### src/rtl/dac_write.sv
// dac_write: serial transmit driver for the DAC081S101 8-bit DAC.
// Shifts the 16-bit frame {00, pd_mode, data, 0000} out MSB-first on mosi,
// with sclk idling high so the DAC samples each bit on an sclk falling edge.
// After each frame, sync_n is held high for QUIET_TICKS cycles before the next
// frame may begin.
module dac_write #(
  parameter int SCLK_DIV    = 2,
  parameter int QUIET_TICKS = 4
) (
  input  logic       clk,
  input  logic       reset,
  input  logic       start,
  input  logic [7:0] data,
  input  logic [1:0] pd_mode,
  output logic       busy,
  output logic       done,
  output logic       sync_n,
  output logic       sclk,
  output logic       mosi
);

  localparam int HW = (SCLK_DIV > 1) ? $clog2(SCLK_DIV) : 1;
  localparam int QW = (QUIET_TICKS > 1) ? $clog2(QUIET_TICKS) : 1;
  localparam logic [HW-1:0] HALF_LAST  = HW'(SCLK_DIV - 1);
  localparam logic [QW-1:0] QUIET_LAST = QW'(QUIET_TICKS - 1);

  typedef enum logic [1:0] {IDLE, SHIFT, QUIET} stateT;

  stateT         state;
  logic [HW-1:0] halfCnt;
  logic [4:0]    bitCnt;
  logic [QW-1:0] quietCnt;
  logic [15:0]   shiftReg;
  logic [15:0]   frameWord;
  logic          acceptStart;

  assign frameWord = {2'b00, pd_mode, data, 4'b0000};

  // A new frame may start from IDLE, or directly from the last quiet cycle so
  // that a held start gives exactly QUIET_TICKS cycles of sync_n high between frames.
  always_comb begin
    acceptStart = 1'b0;
    if (start && ((state == IDLE) || ((state == QUIET) && (quietCnt == QUIET_LAST))))
      acceptStart = 1'b1;
  end

  // Frame sequencer: sclk/mosi generation, frame end, quiet time and busy/done.
  always_ff @(posedge clk) begin
    if (reset) begin
      state    <= IDLE;
      sync_n   <= 1'b1;
      sclk     <= 1'b1;
      mosi     <= 1'b0;
      busy     <= 1'b0;
      done     <= 1'b0;
      halfCnt  <= '0;
      bitCnt   <= '0;
      quietCnt <= '0;
      shiftReg <= '0;
    end else begin
      done <= 1'b0;
      if (acceptStart) begin
        shiftReg <= frameWord;
        sync_n   <= 1'b0;
        sclk     <= 1'b1;
        mosi     <= frameWord[15];
        busy     <= 1'b1;
        halfCnt  <= '0;
        bitCnt   <= '0;
        state    <= SHIFT;
      end else begin
        case (state)
          IDLE: begin
            busy <= 1'b0;
          end
          SHIFT: begin
            if (halfCnt == HALF_LAST) begin
              halfCnt <= '0;
              if (sclk) begin
                sclk   <= 1'b0;
                bitCnt <= bitCnt + 5'd1;
              end else if (bitCnt == 5'd16) begin
                sclk     <= 1'b1;
                sync_n   <= 1'b1;
                mosi     <= 1'b0;
                done     <= 1'b1;
                quietCnt <= '0;
                state    <= QUIET;
              end else begin
                sclk     <= 1'b1;
                mosi     <= shiftReg[14];
                shiftReg <= {shiftReg[14:0], 1'b0};
              end
            end else begin
              halfCnt <= halfCnt + HW'(1);
            end
          end
          QUIET: begin
            if (quietCnt == QUIET_LAST) begin
              busy  <= 1'b0;
              state <= IDLE;
            end else begin
              quietCnt <= quietCnt + QW'(1);
            end
          end
          default: begin
            state <= IDLE;
          end
        endcase
      end
    end
  end

endmodule
### config.mk
export PLATFORM = sky130hd
export DESIGN_NAME = dac_write
export DESIGN_NICKNAME = d
export VERILOG_FILES = /design/src/rtl/dac_write.sv
export SDC_FILE = /design/constraint.sdc
export NUM_CORES = 1
export LEC_CHECK = 0
export CAP_MARGIN = 0
export CORE_MARGIN = 5
export CORE_UTILIZATION = 52
export DETAILED_ROUTE_END_ITERATION = 10
export PLACE_DENSITY = 0.84
export SYNTH_ARGS = -nofsm -noshare
export SYNTH_HDL_FRONTEND = slang
export SYNTH_SLANG_ARGS = --single-unit
### constraint.sdc
create_clock -name clk -period 1.8 [get_ports clk]
set_input_delay 0.18 -clock clk [delete_from_list [all_inputs] [get_ports clk]]
set_output_delay 0.18 -clock clk [all_outputs]
set_load 0.01 [all_outputs]
# Word-level counts from Yosys, hierarchy flattened

Index checks and enable logic that the tools add are counted.

Register bits after elaboration: 26
Bits in latches: 0
Memory bits (writable): 0
ROM bits: 0
Input bits: 13
Output and inout bits: 5
Memories kept: 0

Add/sub/neg operators: 3
$mul: 0
Divide/modulo/power cells: 0
Order comparisons: 0
Equality and inequality tests: 16
Shifts and indexed selects: 0
Muxes and demuxes: 29
Bitwise logic cells: 6
Reduce and logical (&&, ||, !) cells: 21

Operators with widths:

| operator                                                                 | number |
|---|---|
| 14-bit 2-to-1 mux                                                        | 5 |
| 2-bit 2-to-1 mux                                                         | 8 |
| 1-bit 2-to-1 mux                                                         | 13 |
| 2-bit inequality test (second input constant)                            | 6 |
| 4-bit AND reduction                                                      | 3 |
| 5-bit AND reduction                                                      | 2 |
| 3-bit inequality test (second input constant)                            | 3 |
| 2-bit nonzero test                                                       | 4 |
| 1-bit inverter                                                           | 6 |
| 2-bit one-hot mux with 3 select lines                                    | 1 |
| 3-bit AND reduction                                                      | 2 |
| 6-bit AND reduction                                                      | 1 |
| 5-bit by 1-bit adder with 5-bit output (second input constant)           | 1 |
| 5-bit == test (second input constant)                                    | 1 |
| 5-bit OR reduction                                                       | 1 |
| 2-bit == test (second input constant)                                    | 2 |
| 2-bit by 1-bit inequality test with 1-bit output (second input constant) | 2 |
| 2-bit one-hot mux with 2 select lines                                    | 1 |
| 2-bit AND reduction                                                      | 2 |
| 3-bit by 2-bit inequality test with 1-bit output (second input constant) | 1 |
| 3-bit nonzero test                                                       | 1 |
| 2-bit by 1-bit adder with 2-bit output (second input constant)           | 1 |
| 2-bit by 1-bit == test with 1-bit output (second input constant)         | 1 |
| 1-bit logical AND                                                        | 2 |
| other kinds (5)                                                          | 5 |

# Longest topological paths before layout

Gate-level depths: netlist of run 1.

Depth in word-level cells: 7
Mapped depth: 7
Depth with buffers taken out: 6

# Worst setup path after synthesis of run 1

No wires, ideal clock.

Path kind: reg2reg
Start point: reg quietCnt[0]
End point: reg shiftReg[10]
Arrival time: 1.241 ns
Path slack: 0.423 ns
Stages on the path, launching flop included: 7
Path buffers: 1
Period minus slack after synthesis: 1.377 ns
Cell sequence: dfxtp_1 > ha_1 > nand2b_1 > and2_1 > clkbuf_1 > nor3_1 > nor4_2

Cells in the longest elaborated chain, start to end: 7
Elaborated cells on any way between the ends: 11
Classes of those cells: 3 x eq/ne; 2 x mux; 6 x reduce/logical

Ends and longest elaborated chain:

| element                                                 | line | source |
|---|---|---|
| start, declared                                         | 32   | `logic [QW-1:0] quietCnt;` |
| start signal, assigned                                  | 103  | `quietCnt <= quietCnt + QW'(1);` |
| 2-bit == test (*)                                       | 43   | `if (start && ((state == IDLE) \|\| ((state == QUIET) && (quietCnt == QUIET_LAST))))` |
| 1-bit logical AND (*)                                   | 43   |  |
| 1-bit logical OR (*)                                    | 43   |  |
| 1-bit logical AND (*)                                   | 43   |  |
| 1-bit 2-to-1 mux (*)                                    | 43   |  |
| 2-bit inequality test (no line) (tied with other cells) | n/a  |  |
| 4-bit AND reduction (no line)                           | n/a  |  |
| end signal, assigned                                    | 63   | `shiftReg <= frameWord;` |
| end signal, assigned                                    | 92   | `shiftReg <= {shiftReg[14:0], 1'b0};` |
| end, declared                                           | 33   | `logic [15:0] shiftReg;` |

Mark *: on every way between the ends. The rest lies on a longest branch, timed or not.
A chain may end at the register's enable or synchronous reset.

# Worst setup path in the final report of run 1

Start point: reg sclk
End point: out sclk

RTL lines:

| element                | line | source |
|---|---|---|
| start, declared        | 18   | `output logic sclk,` |
| start signal, assigned | 52   | `sclk <= 1'b1;` |
| start signal, assigned | 65   | `sclk <= 1'b1;` |
| start signal, assigned | 80   | `sclk <= 1'b0;` |

No word-level cell between the ends.

==> metrics.md, run 1 <==
| Metric | Value |
|---|---|
| Run status | finished clean |
| Cells along the critical path | clkdlybuf4s50_1 |
| Crit path time final | approximately 1.6 ns |
| DIE AREA | between 3000 and 4000 µm² |
| Final WS setup | about 0.15 ns |
| Routed Antenna Nets | 0 |
| CTS tree | done |
| Clk_lat worst skew | 0.33 ns |
| Layout cells sized above 1 | approximately 12% |
| Iter 0 DRT Violations | 18 |
| Commonest non-fill, non-tap cell in the layout | nor2_1 |
| Top cells by area, synth | dfxtp_1 44%, nor2_1 8.7%, nor4_2 7.5% |
| Setup CP Type | reg -> out |
| Worst Hold Class | in -> reg |
| Worst vdd ir | roughly 0.56 mV |
| Post-cts sizing count | 0 |
| CP peak stage delay | ~0.60 ns |
| Critical path peak fanout | 9 |
| DR WL/cell | between 10 and 15 µm |
| I/O Buffers | 17 |
| GR Util met2 | between 20 and 25% |
| Total grt overflow | 0 |
| Commonest cells after routing, fill and taps aside | 27 x nor2_1, 26 x dfxtp_1, 17 x clkdlybuf4s50_1, 12 x nor3_1 |
| DRC viols | 0 |
| Non-filler cells, final | between 150 and 200 |
| Core Area | 2190 µm² |
| Top cell type's share of synthesized area | approximately 44% |
| Top Family by Delay on Critical Path | buffers and inverters |
| Worst-margin pin slew | approximately 0.43 ns |
| Placed cells | between 150 and 200 |
| Vias per cell | around 5.6 |
| Net Count, Synth | roughly 150 |
| # IOs | 18 |
| Setup violations, final | 0 |
| Global-route met3 utilization | around 3.6% |
| Avg Cell Area, Syn | around 8.9 µm² |
| Final Instance Area | around 1400 µm² |
| Hold Buf Count CTS | 0 |
| Yosys reg bits | 26 |
| Total GRT Usage | 15.3% |
| RSZ-0062 raised after global routing | no |
| # Max-Cap Violations | 0 |
| Crit-path slowest cell | clkdlybuf4s50_1 |
| Max H-tree Level | 1 |
| Fmax | 608 MHz |
| Postcts setup bufs | 0 |
| Die W | ~57 µm |
| First-pass GRT wire length | roughly 4000 µm |
| Post-Syn Area | 1170 µm² |
| Routed via count | ~1000 |
| Max-slew violations | 0 |
| WHS | 0.401 ns |
| Layout Utilization | roughly two thirds |
| Clk slew on worst S/H paths | roughly 0.15 ns |
| Drt pass-1 iters | 4 |
| Clk root buf | clkbuf_4 |
| Area after DPL | 1370 µm² |
| Met1 Resource Use GR | between 10% and 20% |
| Vias in the first global route | about 960 |
| Site Rows | 17 |
| Clock Sinks | 26 |
| CP Data Arrival Time | 1.47 ns |
| RePlAce Congestion | around 0.78 |
| Critical path startpoint category | flip-flop |
| Final period utilization | 91.4% |
| Antenna violations before repair | 0 |
| Synth warn | 0 |
| Worst slew margin | a little under three quarters |
| Initial Utilization | between 50% and 60% |
| Clock Skews | ~0.014 ns |
| CTS buffer count | 3 |
| Setup crit end kind | output port |
| Largest net degree at the start of global routing | 16 |
| Leak | about 0.54 nW |
| Diodes inserted | 0 |
| Place WS | 0.263 ns |
| Syn Inst Count | ~130 |
| TNS Setup | 0 ns |
| Final Hold Vio Count | 0 |
| Power Density | roughly 810 nW/µm² |
| Area growth syn-to-layout | 21.2% |
| Busiest grt layer | met2 |
| Post-DP HPWL | around 1700 µm |
| Register area share after synthesis | between 40% and 50% |
| CTS max path bufs | 2 |
| Chip height | ~57 µm |
| Nets | 166 |
| Critical Path RT | 1.62 ns |
| Post-Route WL | between 2000 and 2500 µm |
| Final Total Pwr | around 1.2 mW |
| Largest area contributor in the netlist | dfxtp_1 |
| Post-synthesis cell type count | 30 |
| Worst Path Buf+Inv | 1 |
## layout make-up
class / count / area (µm²)
clock buffers: 3 / 22.5
clock inverters: 1 / 30.0
fillers: 171 / 772
inverters: 2 / 7.51
multi-input cells: 96 / 603
flip-flops and latches: 26 / 520
well taps: 28 / 35.0
repair buffers: 21 / 200
## metal layers
| layer | wire length [µm] | vias to the layer above |
|---|---|---|
| li1 | - | 486 |
| met1 | 1100 | 467 |
| met2 | 1130 | 23 |
| met3 | 98 | 8 |
| met4 | 57 | 0 |
| met5 | 0 | - |
## cell usage after synthesis
library cell	number
mux2i_1	1
inv_1	2
buf_6	1
and2_1	1
xnor2_1	3
and4bb_1	2
o21bai_1	2
buf_4	1
nand3_1	1
nor3_2	2
o21ai_0	3
nand2b_1	3
clkbuf_1	3
nand3b_1	1
nand4bb_1	1
a21oi_1	7
nor4_1	2
nand2_2	1
nand4_1	2
nor2b_1	3
dfxtp_1	26
nand2_1	7
nor4_2	7
nor2_1	27
or3b_1	1
xor2_1	3
buf_2	2
ha_1	3
nor3_1	12
and4b_1	1
## flip-flops by register name, indices dropped and copies added (netlist names)
register,flops
sync_n,1
state,2
sclk,1
bitCnt,5
mosi,1
halfCnt,1
busy,1
done,1
shiftReg,11
quietCnt,2
## where the power goes
group,switching [mW],internal (mW),total [mW]
clock,0.176,0.225,0.402
sequential,0.0189,0.602,0.621
combinational,0.0600,0.0686,0.129
total,0.255,0.896,1.15
## cells by family after synthesis
group	count (synthesis)	share of synthesized area [%]
fa+ha+maj	3	3.21
flops	26	44.4
buf+inv	9	4.06
simple gates	74	37.4
mux	1	0.855
compound gates	12	5.55
xor+xnor	6	4.49
## path summary, 6_finish.rpt
check | start | end | slack [ns] | depth (start not counted)
setup / recovery | sclk | sclk | 0.15 | 1
hold / removal | data[0] | shiftReg[4] | 0.40 | 3
setup reg to reg | bitCnt[0] | shiftReg[5] | 0.21 | 7
hold reg to reg | shiftReg[14] | mosi | 0.47 | 2
(Power assumes the default switching activity.)
==> run 2, diff against run 1 <==
RECOVER_POWER = 25   (was unset)
==> run 2 against run 1 <==
  * Non-clock buffer count unchanged
  * Hold slack barely moved
  * Critical path depth stayed put
  * Flip-flop and latch count stayed put
  * Sequential power about the same
  * Setup slack better by 0.016 ns
  * Cell area shrank 0.18%
  * Critical endpoint unchanged
  * Largest power group unchanged
==> metrics.md, run 2 (synthesis results as in run 1) <==
| Metric | Value |
|---|---|
| Antenna violations before repair | 0 (unchanged) |
| Drt pass-1 iters | 4 (unchanged) |
| Clock Skews | 0.00724 ns (-0.00634 ns) |
| Diodes inserted | 0 (unchanged) |
| DR WL met3 | 124 µm (+27%) |
| M1 WL | 1060 µm (-3.5%) |
| CTS tree | done |
| CP peak stage delay | 0.60 ns (about the same) |
| Area growth syn-to-layout | 20.9% |
| Max H-tree Level | 1 (unchanged) |
| Power Density | 808 nW/µm² (-0.47%) |
| Final Hold Vio Count | 0 (unchanged) |
| Place WS | 0.263 ns (unchanged) |
| # IOs | 18 (unchanged) |
| Worst slew margin | 59.1% (-12 points) |
| Crit-path slowest cell | clkdlybuf4s50_1 |
| Routed Antenna Nets | 0 (unchanged) |
| Die W | 57.5 µm (unchanged) |
| TNS Setup | 0 ns (unchanged) |
| Worst-margin pin slew | 0.613 ns (+0.184 ns) |
| Largest net degree at the start of global routing | 16 (unchanged) |
| Initial Utilization | 53.5% (unchanged) |
| Final WS setup | 0.170 ns (+0.0158 ns) |
| Most flops, register | shiftReg |
| Run status | finished clean |
| DRC viols | 0 (unchanged) |
| Crit path time final | 1.63 ns (-0.0158 ns) |
| Setup violations, final | 0 (unchanged) |
| RSZ-0062 raised after global routing | no |
| Final period utilization | 90.6% (-0.88 points) |
| Vias in the first global route | 962 (unchanged) |
| Critical path startpoint category | flip-flop |
| Max-slew violations | 0 (unchanged) |
| Core Area | 2190 µm² (unchanged) |
| I/O Buffers | 17 (unchanged) |
| First-pass GRT wire length | 4010 µm (unchanged) |
| Hold Buf Count CTS | 0 (unchanged) |
| Worst Path Buf+Inv | 1 (unchanged) |
| Post-cts sizing count | 0 (unchanged) |
| Highest Signal Layer | met4 |
| Setup crit end kind | output port |
| CP Data Arrival Time | 1.45 ns (-0.02 ns) |
| Clk root buf | clkbuf_4 |
| Nets | 166 (unchanged) |
| Fmax | 613 MHz (+0.97%) |
| Post-DP HPWL | 1710 µm (unchanged) |
| DR WL/cell | 13.4 µm (-1.0%) |
| Commonest non-fill, non-tap cell in the layout | nor2_1 |
| DIE AREA | 3300 µm² (unchanged) |
| Vias per cell | 5.58 (+0.30%) |
| Routed met2 length | 1120 µm (-1.2%) |
| Chip height | 57.5 µm (unchanged) |
| Postcts setup bufs | 0 (unchanged) |
| CTS buffer count | 3 (unchanged) |
| Total grt overflow | 0 (unchanged) |
| Worst Hold Class | in -> reg |
| Max reg flops | 11 (unchanged) |
| Leak | 0.544 nW (+1.5%) |
| Iter 0 DRT Violations | 19 (+1) |
| Clk_lat worst skew | 0.32 ns (about the same) |
| Routed via count | 987 (+0.30%) |
| Cells along the critical path | clkdlybuf4s50_1 |
| # Max-Cap Violations | 0 (unchanged) |
| Top Family by Delay on Critical Path | buffers and inverters |
| Area of the multi-input gates | 603 µm² (unchanged) |
| CTS max path bufs | 2 (unchanged) |
| Commonest cells after routing, fill and taps aside | 27 x nor2_1, 26 x dfxtp_1, 14 x clkdlybuf4s50_1, 12 x nor3_1 |
| Post-Route WL | 2360 µm (-1.0%) |
| Storage cell area | 520 µm² (unchanged) |
| Clock Sinks | 26 (unchanged) |
| Setup CP Type | reg -> out |
| Layout cells sized above 1 | 12.1% (unchanged) |
| Biggest regs | shiftReg x11, bitCnt x5 |
| Total GRT Usage | 15.3% (unchanged) |
| Critical path peak fanout | 9 (unchanged) |
| Critical Path RT | 1.62 ns (about the same) |
| Worst vdd ir | 0.561 mV (-0.57%) |
| Site Rows | 17 (unchanged) |
| Clk slew on worst S/H paths | 0.14 ns (about the same) |
| RePlAce Congestion | 0.781 (unchanged) |
| Fill count | 172 (+0.58%) |
==> run 2: worst paths after layout <==
check / from / to / slack, ns / depth (start not counted)
worst max-delay path: sclk / sclk / 0.17 / 1
worst min-delay path: data[0] / shiftReg[4] / 0.40 / 3
worst max register to register: quietCnt[0] / shiftReg[5] / 0.21 / 5
worst min register to register: shiftReg[14] / mosi / 0.47 / 2
==> run 2: routing by layer <==
| metal | track usage, % | vias to the layer above |
|---|---|---|
| met5 | 0 | - |
| met4 | 8.94 | 0 |
| met3 | 3.62 | 8 |
| met2 | 24.2 | 26 |
| met1 | 18.8 | 465 |
| li1 | - | 488 |
==> run 2: final cells by class <==
| cell class | count | share of cell area [%] |
|---|---|---|
| Multi-Input combinational cell | 96 | 42.6 |
| Clock inverter | 1 | 2.12 |
| Tap cell | 28 | 2.47 |
| Timing Repair Buffer | 21 | 14.0 |
| Clock buffer | 3 | 1.59 |
| Sequential cell | 26 | 36.7 |
| Inverter | 2 | 0.530 |
==> run 2: metrics by stage <==
stage               hold slack, ns  std cells  utilization [%]  cell area [µm²]  power, mW
global route                 0.381        177             64.6             1420       1.20
finish                       0.401        177             64.6             1420       1.14
detailed placement           0.461        173             62.4             1370      0.761
floorplan                    0.251        131                -             1170      0.705
CTS                          0.394        177             64.8             1420       1.15
global placement             0.441        173             62.4             1370      0.756
==> run 2: power by group <==
group | switching [mW] | total (mW) | leakage, nW | internal [mW]
Clock | 0.171 | 0.397 | 0.0279 | 0.225
Sequential | 0.0187 | 0.621 | 0.213 | 0.602
Combinational | 0.0599 | 0.127 | 0.303 | 0.0669
==> run 3, diff against run 2 <==
HOLD_SLACK_MARGIN = 0.12   (was unset)
==> results of run 3 <==
No change in the layout: final DEF, timing and power equal those of run 2.
